===== config.mk =====
export PLATFORM = sky130hd
export DESIGN_NAME = qar_alarm_sched
export DESIGN_NICKNAME = d
export VERILOG_FILES = /design/src/rtl/qar_alarm_pkg.sv /design/src/rtl/qar_alarm_slot_regs.sv /design/src/rtl/qar_alarm_sched.sv
export SDC_FILE = /design/constraint.sdc
export NUM_CORES = 1
export LEC_CHECK = 0
export ABC_AREA = 1
export CAP_MARGIN = 20
export CORE_MARGIN = 10
export CORE_UTILIZATION = 30
export DETAILED_ROUTE_END_ITERATION = 7
export GPL_TIMING_DRIVEN = 0
export SLEW_MARGIN = 20
export SYNTH_ARGS = -nofsm -noshare
export SYNTH_HDL_FRONTEND = slang
export SYNTH_SLANG_ARGS = --single-unit

===== constraint.sdc =====
create_clock -name clk -period 3.9 [get_ports clk]
set_input_delay 0.585 -clock clk [delete_from_list [all_inputs] [get_ports clk]]
set_output_delay 0.585 -clock clk [all_outputs]
set_load 0.01 [all_outputs]

===== src/rtl/qar_alarm_pkg.sv =====
`default_nettype none
// ============================================================================
// Module   : qar_alarm_pkg
// Brief    : Shared constants and types for the qar_alarm_sched alarm block:
//            register word addresses, FSM state type, default slot count.
// Revision : 1.0 - initial release
// ============================================================================
package qar_alarm_pkg;

    localparam int c_NUM_SLOTS_DEFAULT = 4;
    localparam int c_IDX_W             = 2;

    localparam logic [5:0] c_ADDR_CTRL       = 6'h00;
    localparam logic [5:0] c_ADDR_PENDING    = 6'h01;
    localparam logic [5:0] c_ADDR_IRQ_EN     = 6'h02;
    localparam logic [5:0] c_ADDR_ARM        = 6'h03;
    localparam logic [5:0] c_ADDR_STATUS     = 6'h04;
    localparam logic [5:0] c_ADDR_NEXT_DELTA = 6'h06;
    localparam logic [5:0] c_ADDR_SLOT_BASE  = 6'h08;

    typedef enum logic [0:0] {
        ST_IDLE = 1'b0,
        ST_SCAN = 1'b1
    } state_t;

endpackage
`default_nettype wire


===== src/rtl/qar_alarm_slot_regs.sv =====
`default_nettype none
// ============================================================================
// Module   : qar_alarm_slot_regs
// Brief    : Per-slot DEADLINE / PERIOD / armed storage. Offers a bus read
//            port, a bus write port, and an indexed read/update port that the
//            scan uses to reload or disarm the slot it is evaluating.
// Revision : 1.0 - initial release
// ============================================================================
module qar_alarm_slot_regs
    import qar_alarm_pkg::*;
#(
    parameter int NUM_SLOTS = c_NUM_SLOTS_DEFAULT
) (
    input  logic                 clk,
    input  logic                 rst,
    input  logic                 i_bus_wr,
    input  logic [c_IDX_W-1:0]   i_bus_slot,
    input  logic                 i_bus_field,
    input  logic [31:0]          i_bus_wdata,
    input  logic                 i_arm_wr,
    input  logic [NUM_SLOTS-1:0] i_arm_wdata,
    input  logic [c_IDX_W-1:0]   i_rd_slot,
    output logic [31:0]          o_rd_deadline,
    output logic [31:0]          o_rd_period,
    input  logic [c_IDX_W-1:0]   i_scan_idx,
    output logic [31:0]          o_scan_deadline,
    output logic [31:0]          o_scan_period,
    output logic                 o_scan_armed,
    input  logic                 i_scan_reload,
    input  logic                 i_scan_disarm,
    output logic [NUM_SLOTS-1:0] o_armed
);

    logic [31:0]          r_deadline [NUM_SLOTS];
    logic [31:0]          r_period   [NUM_SLOTS];
    logic [NUM_SLOTS-1:0] r_armed;

    // Slot storage: bus writes take priority over the scan's reload/disarm
    always_ff @(posedge clk) begin
        if (rst) begin
            for (int i = 0; i < NUM_SLOTS; i++) begin
                r_deadline[i] <= '0;
                r_period[i]   <= '0;
            end
            r_armed <= '0;
        end else begin
            for (int i = 0; i < NUM_SLOTS; i++) begin
                if (i_bus_wr && int'(i_bus_slot) == i) begin
                    if (i_bus_field) r_period[i]   <= i_bus_wdata;
                    else             r_deadline[i] <= i_bus_wdata;
                end else if (i_scan_reload && int'(i_scan_idx) == i) begin
                    r_deadline[i] <= r_deadline[i] + r_period[i];
                end
            end
            if (i_arm_wr) begin
                r_armed <= i_arm_wdata;
            end else if (i_scan_disarm) begin
                for (int i = 0; i < NUM_SLOTS; i++) begin
                    if (int'(i_scan_idx) == i) r_armed[i] <= 1'b0;
                end
            end
        end
    end

    // Indexed read muxes for the bus and for the scan
    always_comb begin
        o_rd_deadline   = '0;
        o_rd_period     = '0;
        o_scan_deadline = '0;
        o_scan_period   = '0;
        o_scan_armed    = 1'b0;
        for (int i = 0; i < NUM_SLOTS; i++) begin
            if (int'(i_rd_slot) == i) begin
                o_rd_deadline = r_deadline[i];
                o_rd_period   = r_period[i];
            end
            if (int'(i_scan_idx) == i) begin
                o_scan_deadline = r_deadline[i];
                o_scan_period   = r_period[i];
                o_scan_armed    = r_armed[i];
            end
        end
    end

    assign o_armed = r_armed;

endmodule
`default_nettype wire


===== src/rtl/qar_alarm_sched.sv =====
`default_nettype none
// ============================================================================
// Module   : qar_alarm_sched
// Brief    : Alarm scheduler. On each enabled timer tick, scans the alarm
//            slots one per cycle, sets PENDING on exact deadline matches and
//            reloads periodic slots or disarms one-shot slots.
// Config   : define QAR_ALARM_SCHED_NEXT_EN to build the next-deadline
//            tracker (NEXT_DELTA); otherwise NEXT_DELTA reads 0.
// Revision : 1.0 - initial release
// ============================================================================
module qar_alarm_sched
    import qar_alarm_pkg::*;
#(
    parameter int NUM_SLOTS = c_NUM_SLOTS_DEFAULT
) (
    input  logic        clk,
    input  logic        rst,
    input  logic        tick,
    input  logic [31:0] count,
    input  logic        bus_write,
    input  logic        bus_read,
    input  logic [5:0]  addr_word,
    input  logic [31:0] wdata,
    output logic [31:0] rdata,
    output logic        irq,
    output logic        busy
);

    state_t               r_state;
    state_t               w_state_next;
    logic                 r_enable;
    logic                 r_overrun;
    logic [NUM_SLOTS-1:0] r_pending;
    logic [NUM_SLOTS-1:0] r_irq_en;
    logic [31:0]          r_snap;
    logic [c_IDX_W-1:0]   r_idx;

    logic                 w_sel_slot, w_wr_slot, w_wr_arm, w_wr_ctrl;
    logic                 w_wr_pend, w_wr_ien, w_wr_status;
    logic                 w_scan, w_start, w_abort, w_conflict, w_eval, w_last;
    logic                 w_match, w_scan_reload, w_scan_disarm;
    logic [NUM_SLOTS-1:0] w_pend_set, w_pend_clr, w_armed;
    logic [31:0]          w_rd_deadline, w_rd_period;
    logic [31:0]          w_scan_deadline, w_scan_period;
    logic                 w_scan_armed;
    logic [31:0]          w_next_delta;

    // Address decode; slot registers live at 0x8 + 2*slot + field
    assign w_sel_slot  = (addr_word[5:3] == c_ADDR_SLOT_BASE[5:3]) && (int'(addr_word[2:1]) < NUM_SLOTS);
    assign w_wr_slot   = bus_write && w_sel_slot;
    assign w_wr_arm    = bus_write && (addr_word == c_ADDR_ARM);
    assign w_wr_ctrl   = bus_write && (addr_word == c_ADDR_CTRL);
    assign w_wr_pend   = bus_write && (addr_word == c_ADDR_PENDING);
    assign w_wr_ien    = bus_write && (addr_word == c_ADDR_IRQ_EN);
    assign w_wr_status = bus_write && (addr_word == c_ADDR_STATUS);

    // Scan control: a bus write touching the slot under evaluation wins and
    // skips it; clearing enable stops the scan without evaluating further.
    assign w_scan        = (r_state == ST_SCAN);
    assign w_start       = (r_state == ST_IDLE) && tick && r_enable;
    assign w_abort       = w_scan && w_wr_ctrl && !wdata[0];
    assign w_conflict    = w_wr_arm || (w_wr_slot && addr_word[2:1] == r_idx);
    assign w_eval        = w_scan && !w_abort && !w_conflict;
    assign w_last        = (int'(r_idx) == NUM_SLOTS - 1);
    assign w_match       = w_eval && w_scan_armed && (w_scan_deadline == r_snap);
    assign w_scan_reload = w_match && (w_scan_period != 32'h0);
    assign w_scan_disarm = w_match && (w_scan_period == 32'h0);
    assign w_pend_clr    = w_wr_pend ? wdata[NUM_SLOTS-1:0] : '0;

    qar_alarm_slot_regs #(
        .NUM_SLOTS (NUM_SLOTS)
    ) u_slot_regs (
        .clk             (clk),
        .rst             (rst),
        .i_bus_wr        (w_wr_slot),
        .i_bus_slot      (addr_word[2:1]),
        .i_bus_field     (addr_word[0]),
        .i_bus_wdata     (wdata),
        .i_arm_wr        (w_wr_arm),
        .i_arm_wdata     (wdata[NUM_SLOTS-1:0]),
        .i_rd_slot       (addr_word[2:1]),
        .o_rd_deadline   (w_rd_deadline),
        .o_rd_period     (w_rd_period),
        .i_scan_idx      (r_idx),
        .o_scan_deadline (w_scan_deadline),
        .o_scan_period   (w_scan_period),
        .o_scan_armed    (w_scan_armed),
        .i_scan_reload   (w_scan_reload),
        .i_scan_disarm   (w_scan_disarm),
        .o_armed         (w_armed)
    );

    // One-hot pending set for the slot that matched this cycle
    always_comb begin
        w_pend_set = '0;
        for (int i = 0; i < NUM_SLOTS; i++) begin
            if (w_match && int'(r_idx) == i) w_pend_set[i] = 1'b1;
        end
    end

    // FSM state register
    always_ff @(posedge clk) begin
        if (rst) r_state <= ST_IDLE;
        else     r_state <= w_state_next;
    end

    // FSM next state: IDLE starts on an enabled tick, SCAN ends after the last slot
    always_comb begin
        w_state_next = r_state;
        case (r_state)
            ST_IDLE: if (w_start) w_state_next = ST_SCAN;
            ST_SCAN: if (w_abort || w_last) w_state_next = ST_IDLE;
            default: w_state_next = ST_IDLE;
        endcase
    end

    // Control/status registers and scan bookkeeping; set wins over W1C
    always_ff @(posedge clk) begin
        if (rst) begin
            r_enable  <= 1'b0;
            r_overrun <= 1'b0;
            r_pending <= '0;
            r_irq_en  <= '0;
            r_snap    <= '0;
            r_idx     <= '0;
        end else begin
            if (w_wr_ctrl) r_enable <= wdata[0];
            if (w_wr_ien)  r_irq_en <= wdata[NUM_SLOTS-1:0];
            r_pending <= (r_pending & ~w_pend_clr) | w_pend_set;
            r_overrun <= (r_overrun & ~(w_wr_status & wdata[0])) | (w_scan & tick);
            if (w_start) begin
                r_snap <= count;
                r_idx  <= '0;
            end else if (w_scan) begin
                r_idx <= r_idx + c_IDX_W'(1);
            end
        end
    end

`ifdef QAR_ALARM_SCHED_NEXT_EN
    logic [31:0] r_min, r_next_delta, w_slot_delta, w_min_in, w_min_new;

    // Distance from snap to this slot's post-reload deadline; unarmed slots give all-ones
    always_comb begin
        w_slot_delta = '1;
        if (w_scan_armed && !w_scan_disarm) begin
            w_slot_delta = (w_scan_reload ? (w_scan_deadline + w_scan_period) : w_scan_deadline) - r_snap;
        end
        w_min_in  = (r_idx == '0) ? '1 : r_min;
        w_min_new = (w_slot_delta < w_min_in) ? w_slot_delta : w_min_in;
    end

    // Running minimum across the scan, published when the last slot is done
    always_ff @(posedge clk) begin
        if (rst) begin
            r_min        <= '0;
            r_next_delta <= '0;
        end else if (w_scan && !w_abort) begin
            r_min <= w_min_new;
            if (w_last) r_next_delta <= w_min_new;
        end
    end

    assign w_next_delta = r_next_delta;
`else
    assign w_next_delta = '0;
`endif

    // Combinational register read
    always_comb begin
        rdata = '0;
        if (bus_read && !rst) begin
            if (w_sel_slot) begin
                rdata = addr_word[0] ? w_rd_period : w_rd_deadline;
            end else begin
                case (addr_word)
                    c_ADDR_CTRL:       rdata = {31'b0, r_enable};
                    c_ADDR_PENDING:    rdata = 32'(r_pending);
                    c_ADDR_IRQ_EN:     rdata = 32'(r_irq_en);
                    c_ADDR_ARM:        rdata = 32'(w_armed);
                    c_ADDR_STATUS:     rdata = {30'b0, w_scan, r_overrun};
                    c_ADDR_NEXT_DELTA: rdata = w_next_delta;
                    default:           rdata = '0;
                endcase
            end
        end
    end

    assign irq  = (|(r_pending & r_irq_en)) && !rst;
    assign busy = w_scan && !rst;

endmodule
`default_nettype wire


Yosys cells after proc, flatten, opt, wreduce, memory -nomap -nowiden --
Memory sizes are Yosys's and may differ from the RTL's. Index checks and enable logic that the tools add are counted.
Operators by class: $add $sub $neg 5, equal/unequal tests 13, mux-type cells 94, bitwise operators 22, reduce and logical (&&, ||, !) cells 54
Operators with widths (number):
- 2-to-1 mux 32 bit | 31
- adder 32 bit | 4
- 2-to-1 mux 1 bit | 58
- == test 32 bit | 1
- logical AND 1 bit | 32
- logical NOT 32 bit | 1
- nonzero test 32 bit | 1
- case mux 4 bit (5 select lines) | 1
- bitwise OR 1 bit | 13
- == test 6 x 2 -> 1 bit, second input constant | 2
- 2-to-1 mux 4 bit | 3
- nonzero test 2 bit | 5
- AND 4 bit | 2
- == test 2 bit, second input constant | 4
- AND reduction 2 bit | 4
- == test 6 x 1 -> 1 bit, second input constant | 1
- == test 6 x 3 -> 1 bit, second input constant | 1
- logical NOT 6 bit | 1
- == test 2 x 1 -> 1 bit, second input constant | 2
- logical NOT 1 bit | 4
- logical NOT 2 bit | 2
- inverter 4 bit | 1
- bitwise OR 4 bit | 1
- OR reduction 4 bit | 1
- other kinds (8) | 12
Word-level totals: bits in registers 49, RAM bits 256, input port bits 75, output and inout port bits 34, word-level logic and storage cells 201, memories kept 2
Memory list:
- u_slot_regs.r_deadline | depth 4, bits a word 32, read ports 4, clocked after memory_dff 0, wr ports 4, line qar_alarm_slot_regs.sv:34 | logic [31:0] r_deadline [NUM_SLOTS];
- u_slot_regs.r_period | depth 4, bits a word 32, read ports 4, clocked after memory_dff 0, wr ports 4, line qar_alarm_slot_regs.sv:35 | logic [31:0] r_period [NUM_SLOTS];

Depth between registers and ports, before layout --
Gate-level depths: netlist (run 1).
depth after elaboration 16, gate-level depth with buffers 24

Hierarchy --
Synthesis (run 1) repeated with hierarchy kept, for this count alone.
Unflattened totals: cells, all modules 4002, area, all modules 25897.3 um^2
Modules (own cells, without submodules):
- qar_alarm_slot_regs | times used 1, cells each 3472, area each 22798.1 um^2
- qar_alarm_sched | times used 1, cells each 530, area each 3099.2 um^2

Worst setup path after synthesis (run 1) --
Ideal clock, no wire load.
path kind register to register, start register r_idx[0], end memory u_slot_regs.r_deadline[3][4], in the netlist u_slot_regs.r_deadline[0][100] (enable), setup time 0.561 ns, arrival 3.125 ns, path slack 0.213 ns, stages on the path, launching flop included 21, path buffers 4, clock period less this slack 3.687 ns, path through dfxtp_1 inv_1 ha_1 buf_4 buf_2 buf_1 nand3_1 nand2_1 nand2_1 nand2_1 a21boi_0 nand2_1 nor2_1 nand2_1 nor2_1 nand2_1 nand2_1 nor2_1 nand2_2 buf_2 nand3_1
RTL lines:
- start, declared | line qar_alarm_sched.sv:36 | logic [c_IDX_W-1:0] r_idx;
- start signal, assigned | line qar_alarm_sched.sv:135 | r_idx <= r_idx + c_IDX_W'(1);
- end, declared | line qar_alarm_slot_regs.sv:34

==> impl_metrics.yaml, run 1 <==
status:
  status: "finished with violations"
  violations: "setup timing"
routing:
  drtIter0Drc: 4221
  num_vias: 29400
  vias_per_cell: 5.81
  drc: 0
  ant_nets: 0
  dr.pass1.iters: 6
  routed_wl_microns: 156000
  wire_per_inst_microns: 30.8
timing:
  min_period_ps: 3950
  finalSetupViolations: 23
  maxSlewViolCount: 0
  fmax_mhz: 253
  worst_hold_slack_ps: 476
  rsz0062_at_grt: "yes"
  slew_headroom: 0.326
  period_share: 1.01
  fin_worst_skew_ps: 30.6
  setup_slack_ps: -54.8
  finalHoldViolCount: 0
  worst_pin_slew_ps: 1010
power:
  p_switching_mw: 3.66
  p_leak_nw: 12.9
  powerDensity_nw_per_um2: 336
  p_sw_frac: 0.355
  p_seq_frac: 0.394
  clkPwrFrac: 0.369
  vdd.ir_drop.worst_v: 0.000238
  internal_power_mw: 6.66
  power_frac_comb: 0.237
finish:
  final-seq-area_sq_um: 8670
  fillCellCount: 9332
  multi_input_area_sq_um: 15600
  area_growth_pct: 19.3
  drive_above_1_share: 0.0778
  fin_util: 0.361
  nets: 4087
floorplan:
  ios: 109
  dieHeight_microns: 313
  die_area_sq_um: 98000
  core_area_sq_um: 85100
  die_x_microns: 313
  initial_core_util: 0.303
  rows: 107
yosys:
  synth_seq_cells: 305
  avgSynthCellArea_sq_um: 6.96
  synth_top_family_by_area: "simple AND/OR/NAND/NOR gates"
  yosysWarnings: 0
  synth_cells: 3701
  synthXorXnorAreaFrac: 0.0357
  yosys.area_share.simple: 0.308
  synth_enable_flop_cells: 256
  syn-cell-area_sq_um: 25800
  synth_ff_type: "edfxtp_1"
  synth_nets: 3908
  synth_cell_types: 57
  async_reset_ff_frac: 0
  synth_mux_area_frac: 0.00388
  synthAdderAreaFrac: 0.0653
  synth_compound_area_frac: 0.174
  synth-seq-area-share: 0.336
critical_path:
  critPathLaunchType: "flip-flop"
  crit_end: "u_slot_regs.r_deadline[0][0]"
  cp_num_cells: 20
  reg2reg_from: "r_idx[0]"
  crit_family: "simple AND/OR/NAND/NOR gates"
  cp.arrival_ps: 4220
  worstPathRequired_ps: 4170
  path_buf_inv: 7
  worstSetupPathType: "flip-flop to flip-flop"
  cp_slowest_cell: "dfxtp_4"
  cp-startpoint: "r_idx[0]"
  cp_common_cell: "nand2_1"
  worstPathCellList: "inv_1, ha_1, buf_2, inv_1, clkbuf_2, buf_2, nand2_1, nand2_1, a21boi_0, nand2_1, nor2_1, nand2_1, nor2_4, nand2_2, nand4_1, nand2_2, nand2_8, buf_12, nand2_8, buf_16"
  rrSetupSlack_ps: -50
  reg2reg_depth: 20
  timing.rr.end: "u_slot_regs.r_deadline[0][0]"
  cp_max_fo: 18
  cp_slowest_stage_delay_ps: 390
  end_kind: "flip-flop"
clocking:
  cts.sinks: 305
  cts-buffers-inserted: 40
  htree_levels: 2
  cts_root_buf: "clkbuf_16"
  clkTransAtPathRegs_ps: 60
  cts_tree: "built"
  cts_hold_buffers: 0
  clock_latency_ps: 590
  clock_path_buffers: 3
global_route:
  use_met1: 0.409
  grt_pass1_wl_microns: 213000
  busiest_layer: "met2"
  grt_max_degree: 34
  grtUsageTotal: 0.304
  overflow: 0
  gr-usage-met2: 0.443
  grt_antenna_before_repair: 6
  grt_pass1_vias: 27300
  use_met3: 0.0746
placed_design:
  gp_congestion: 1.05
  hpwl_microns: 126000
  portBuffers: 104
job:
  maxCapViolCount: 0
hold_path:
  hp-class: "flip-flop to flip-flop"
==> how the worst min path moves through the flow <==
stage	end	cells after the start	start
4_1_cts	r_snap[9]	2	r_snap[9]
3_3_place_gp	u_slot_regs.o_armed[1]	2	u_slot_regs.o_armed[1]
6_report	r_snap[31]	2	r_snap[31]
3_5_place_dp	r_snap[1]	2	r_snap[1]
5_1_grt	r_snap[31]	2	r_snap[31]
2_1_floorplan	r_snap[8]	2	r_snap[8]
==> worst min-delay path: cells and delay by family, from the launching register on <==
family	cells	cell delay, ps
DFF	1	310
AOI/OAI and AO/OA	1	50
buffers and inverters	1	60
==> cells by family after synthesis <==
kind of cell               Yosys count
DFF                                305
AOI/OAI and AO/OA                  750
muxes                               10
and+or+nand+nor                   1905
buffers and inverters              494
xor gates and xnor gates           105
adders and majority gates          132
==> cells in the mapped netlist (5+ instances only) <==
| master | count | area share |
|---|---|---|
| nand3_1 | 243 | 0.047 |
| ha_1 | 128 | 0.062 |
| a311oi_1 | 14 | 0.0048 |
| buf_1 | 7 | 0.0010 |
| o221ai_1 | 18 | 0.0061 |
| edfxtp_1 | 256 | 0.30 |
| nor4_1 | 20 | 0.0049 |
| a21oi_1 | 277 | 0.054 |
| o2111ai_1 | 6 | 0.0020 |
| or2_2 | 6 | 0.0015 |
| o21bai_1 | 55 | 0.016 |
| buf_2 | 41 | 0.0080 |
| o21a_1 | 7 | 0.0020 |
| a31oi_1 | 13 | 0.0032 |
| buf_6 | 5 | 0.0022 |
| clkbuf_1 | 89 | 0.013 |
| o211ai_1 | 7 | 0.0020 |
| xnor2_1 | 61 | 0.021 |
| nand2_1 | 948 | 0.14 |
| a211oi_1 | 46 | 0.013 |
| o22ai_1 | 32 | 0.0078 |
| mux2i_1 | 10 | 0.0039 |
| inv_2 | 5 | 0.00073 |
| nand3b_1 | 22 | 0.0064 |
| o21ai_0 | 190 | 0.037 |
| nor3_1 | 42 | 0.0082 |
| a221oi_1 | 22 | 0.0075 |
| dfxtp_1 | 49 | 0.038 |
| buf_4 | 10 | 0.0029 |
| xor2_1 | 44 | 0.015 |
| a21boi_0 | 21 | 0.0061 |
| nor2_1 | 545 | 0.079 |
| nand4_1 | 58 | 0.014 |
| inv_1 | 333 | 0.049 |
| a21o_1 | 23 | 0.0067 |
==> per-stage QoR <==
| stage | TNS (ps) | area, sq um | total power, mW | instances | setup WS (ps) |
|---|---|---|---|---|---|
| 6_report | -876 | 30700 | 10.3 | 5055 | -54.8 |
| 3_5_place_dp | -288890 | 28400 | 6.39 | 4956 | -1500 |
| 4_1_cts | -2880 | 30400 | 10.2 | 5043 | -69.4 |
| 2_1_floorplan | 0 | 25800 | 5.30 | 3701 | 213 |
| 3_3_place_gp | -426160 | 28200 | 6.37 | 4949 | -2190 |
| 5_1_grt | -1110 | 30700 | 10.6 | 5052 | -62.7 |
==> sequential cells by signal, indices dropped and copies added, names as in the netlist <==
signal / flops
r_enable: 1
r_idx: 2
r_irq_en: 4
r_overrun: 1
r_pending: 4
r_snap: 32
r_state: 1
u_slot_regs.o_armed: 4
u_slot_regs.r_deadline: 128
u_slot_regs.r_period: 128
==> metal layers <==
layer,share of wire,wire length [microns]
met1,0.41,64000
met2,0.41,63500
met3,0.12,18300
met4,0.063,9820
met5,0.00030,46
==> layout make-up <==
class,instances,share of cell area
multi-input combinational,2902,0.508
sequential,305,0.282
timing repair buffer,138,0.0502
tap,1144,0.0466
inverter,342,0.0424
clock buffer,48,0.0356
buffer,151,0.0286
clock inverter,22,0.00623
antenna,3,0.000244
==> repair_timing <==
item,4_1_cts,5_1_grt
endpoints found under the setup margin,286,265
pin swaps,13,8
cloned,0,3
setup buffers,17,7
gates resized for setup,142,79
==> layout by cell type, fill, tap and decap left out, types with 23 or more instances in the layout <==
master           netlist  routed
dfxtp_1               49      47
clkbuf_16              0      45
ha_1                 128     127
a21o_1                23      23
nand3_1              243     239
o21ai_0              190     185
clkbuf_1              89      51
xor2_1                44      44
a21oi_1              277     276
clkdlybuf4s50_1        0     103
nand4_1               58      58
o22ai_1               32      32
inv_1                333     327
nand2_1              948     920
o21bai_1              55      55
buf_4                 10      33
nand2_2                4      23
xnor2_1               61      61
nor2_1               545     538
edfxtp_1             256     256
nor3_1                42      34
clkbuf_2               0      33
a211oi_1              46      42
buf_2                 41      30
==> power groups by stage <==
| stage | combinational, mW | clock (mW) | sequential [mW] |
|---|---|---|---|
| 3_5_place_dp | 2.29 | 0 | 4.10 |
| 3_3_place_gp | 2.27 | 0 | 4.11 |
| 2_1_floorplan | 1.45 | 0 | 3.85 |
| 5_1_grt | 2.62 | 3.93 | 4.04 |
| 6_report | 2.44 | 3.81 | 4.07 |
| 4_1_cts | 2.34 | 3.82 | 4.03 |
Note: power is estimated with default switching activity, not from simulation.
==> inputs of run 2 (changes only) <==
--- a/constraint.sdc
+++ b/constraint.sdc
@@ -3,2 +3,2 @@
 set_output_delay 0.585 -clock clk [all_outputs]
-set_load 0.01 [all_outputs]
+set_load 0.005 [all_outputs]
==> run 2 against run 1 <==
The flow still finishes with violations (setup timing); via count shrank 0.20%; non-clock buffer count grew 6; critical path depth shrank 12; fmax grew 0.28%; cell count is essentially flat; worst hold slack is essentially flat; largest cell class unchanged; sequential power is essentially flat; critical path type is now primary input to output pin; worst setup slack gained 11 ps.
==> impl_metrics.yaml, run 2 (synthesis results as in run 1) <==
routing:
  ant_nets: 0
  routed_wl_microns: 156000
  wl_met1_microns: 64900
  num_vias: 29300
  drc: 0
  wire_per_inst_microns: 30.8
  met3_length_microns: 17200
  drtIter0Drc: 3935
  dr.pass1.iters: 6
  vias_per_cell: 5.79
  top_layer: "met5"
  wl_met2_microns: 63400
clocking:
  clock_latency_ps: 590
  clkTransAtPathRegs_ps: 60
  htree_levels: 2
  cts.sinks: 305
  cts_tree: "built"
  cts_root_buf: "clkbuf_16"
  cts-buffers-inserted: 40
  clock_path_buffers: 3
floorplan:
  ios: 109
  die_area_sq_um: 98000
  dieHeight_microns: 313
  rows: 107
  core_area_sq_um: 85100
  initial_core_util: 0.303
  die_x_microns: 313
hold_path:
  hp-class: "flip-flop to flip-flop"
timing:
  fmax_mhz: 254
  maxSlewViolCount: 0
  slew_headroom: 0.305
  min_period_ps: 3940
  fin_tns_setup_ps: -62.0
  period_share: 1.01
  worst_pin_slew_ps: 1040
  finalHoldViolCount: 0
  finalSetupViolations: 3
  setup_slack_ps: -43.6
  fin_worst_skew_ps: 28.5
power:
  vdd.ir_drop.worst_v: 0.000234
  powerDensity_nw_per_um2: 335
  finalPower_mw: 10.3
  p_leak_nw: 12.9
critical_path:
  worstPathCellList: "buf_2, nand2_2, clkinv_2, clkbuf_2, a211oi_2, a211oi_1, a311oi_4, clkdlybuf4s50_1"
  cp_max_fo: 10
  cp.arrival_ps: 3360
  end_kind: "output pin"
  worstPathRequired_ps: 3310
  worstSetupPathType: "primary input to output pin"
  critPathLaunchType: "primary input"
  cp_slowest_stage_delay_ps: 600
  cp_slowest_cell: "clkdlybuf4s50_1"
placed_design:
  hpwl_microns: 126000
  gp_congestion: 1.05
  portBuffers: 104
  placed_cell_area_sq_um: 28400
  dp_cells: 4956
global_route:
  grt_pass1_vias: 27300
  grt_pass1_wl_microns: 213000
  grt_antenna_before_repair: 7
  overflow: 0
  grt_max_degree: 34
  grtUsageTotal: 0.304
finish:
  top_regs: "u_slot_regs.r_deadline (128), u_slot_regs.r_period (128), r_snap (32)"
  drive_above_1_share: 0.0792
  most-common-layout-cells: "nand2_1, nor2_1, inv_1"
  final_area_sq_um: 30800
  final_common_cell: "nand2_1"
  instances_no_fill: 5060
  nets: 4094
  area_growth_pct: 19.3
  fin_util: 0.361
status:
  status: "finished with violations"
  violations: "setup timing"
job:
  maxCapViolCount: 0
run 2: cell count changes in the layout (fill, tap and decap cells not counted), moves of 2 or more:
| cell | change |
|---|---|
| buf_8 | -2 |
| nand2_4 | +4 |
| nand2_2 | -2 |
| clkbuf_2 | -2 |
| buf_2 | +3 |
| a311oi_4 | -2 |
| diode_2 | -2 |
| clkbuf_4 | -2 |
| buf_6 | +3 |
| a311oi_2 | +3 |
| buf_4 | +4 |
run 2: routing by layer:
layer,track usage,vias to the layer above
met1,0.411,14100
met2,0.443,1787
met3,0.0727,389
li1,-,13000
met5,0,-
met4,0.158,16
run 2: critical path: cells and delay by family:
| family | cells | cell delay [ps] |
|---|---|---|
| buffers and inverters | 4 | 1370 |
| AOI/OAI and AO/OA | 3 | 1140 |
| and+or+nand+nor | 1 | 230 |
run 2: final cells by class:
| type | count | area, sq um |
|---|---|---|
| Timing Repair Buffer | 144 | 1590 |
| Multi-Input combinational cell | 2903 | 15600 |
| Clock inverter | 22 | 191 |
| Tap cell | 1144 | 1430 |
| Buffer | 151 | 866 |
| Inverter | 342 | 1300 |
| Sequential cell | 305 | 8670 |
| Antenna cell | 1 | 2.50 |
| Clock buffer | 48 | 1090 |
| Fill cell | 9338 | 54400 |
run 2: final timing paths:
check                             startpoint                       endpoint  slack (ps)  cells after the start
worst max-delay path            addr_word[2]                      rdata[18]         -40                      8
worst min-delay path              r_snap[31]                     r_snap[31]         480                      2
worst min register to register    r_snap[31]                     r_snap[31]         480                      2
worst max register to register      r_idx[0]  u_slot_regs.r_deadline[0][72]          10                     17
run 2: stage by stage:
step           setup WS (ps)  hold slack (ps)
3_5_place_dp           -1500              462
2_1_floorplan            213              445
5_1_grt               -0.758              498
4_1_cts                 4.74              476
3_3_place_gp           -2190              459
6_report               -43.6              477
run 2: timing repair:
item / CTS / global route
setup buffers: 18 / 13
pin swaps: 15 / 12
hold buffers: 0 / 0
setup endpoints to repair: 285 / 250
cloned: 0 / 5
gates resized for setup: 135 / 82
run 2: report_power, final:
part	internal, mW	leakage [nW]	switching, mW	total, mW
combinational	0.778	9.43	1.66	2.44
sequential	3.69	2.83	0.379	4.07
clock	2.19	0.615	1.61	3.80
total	6.65	12.9	3.65	10.3
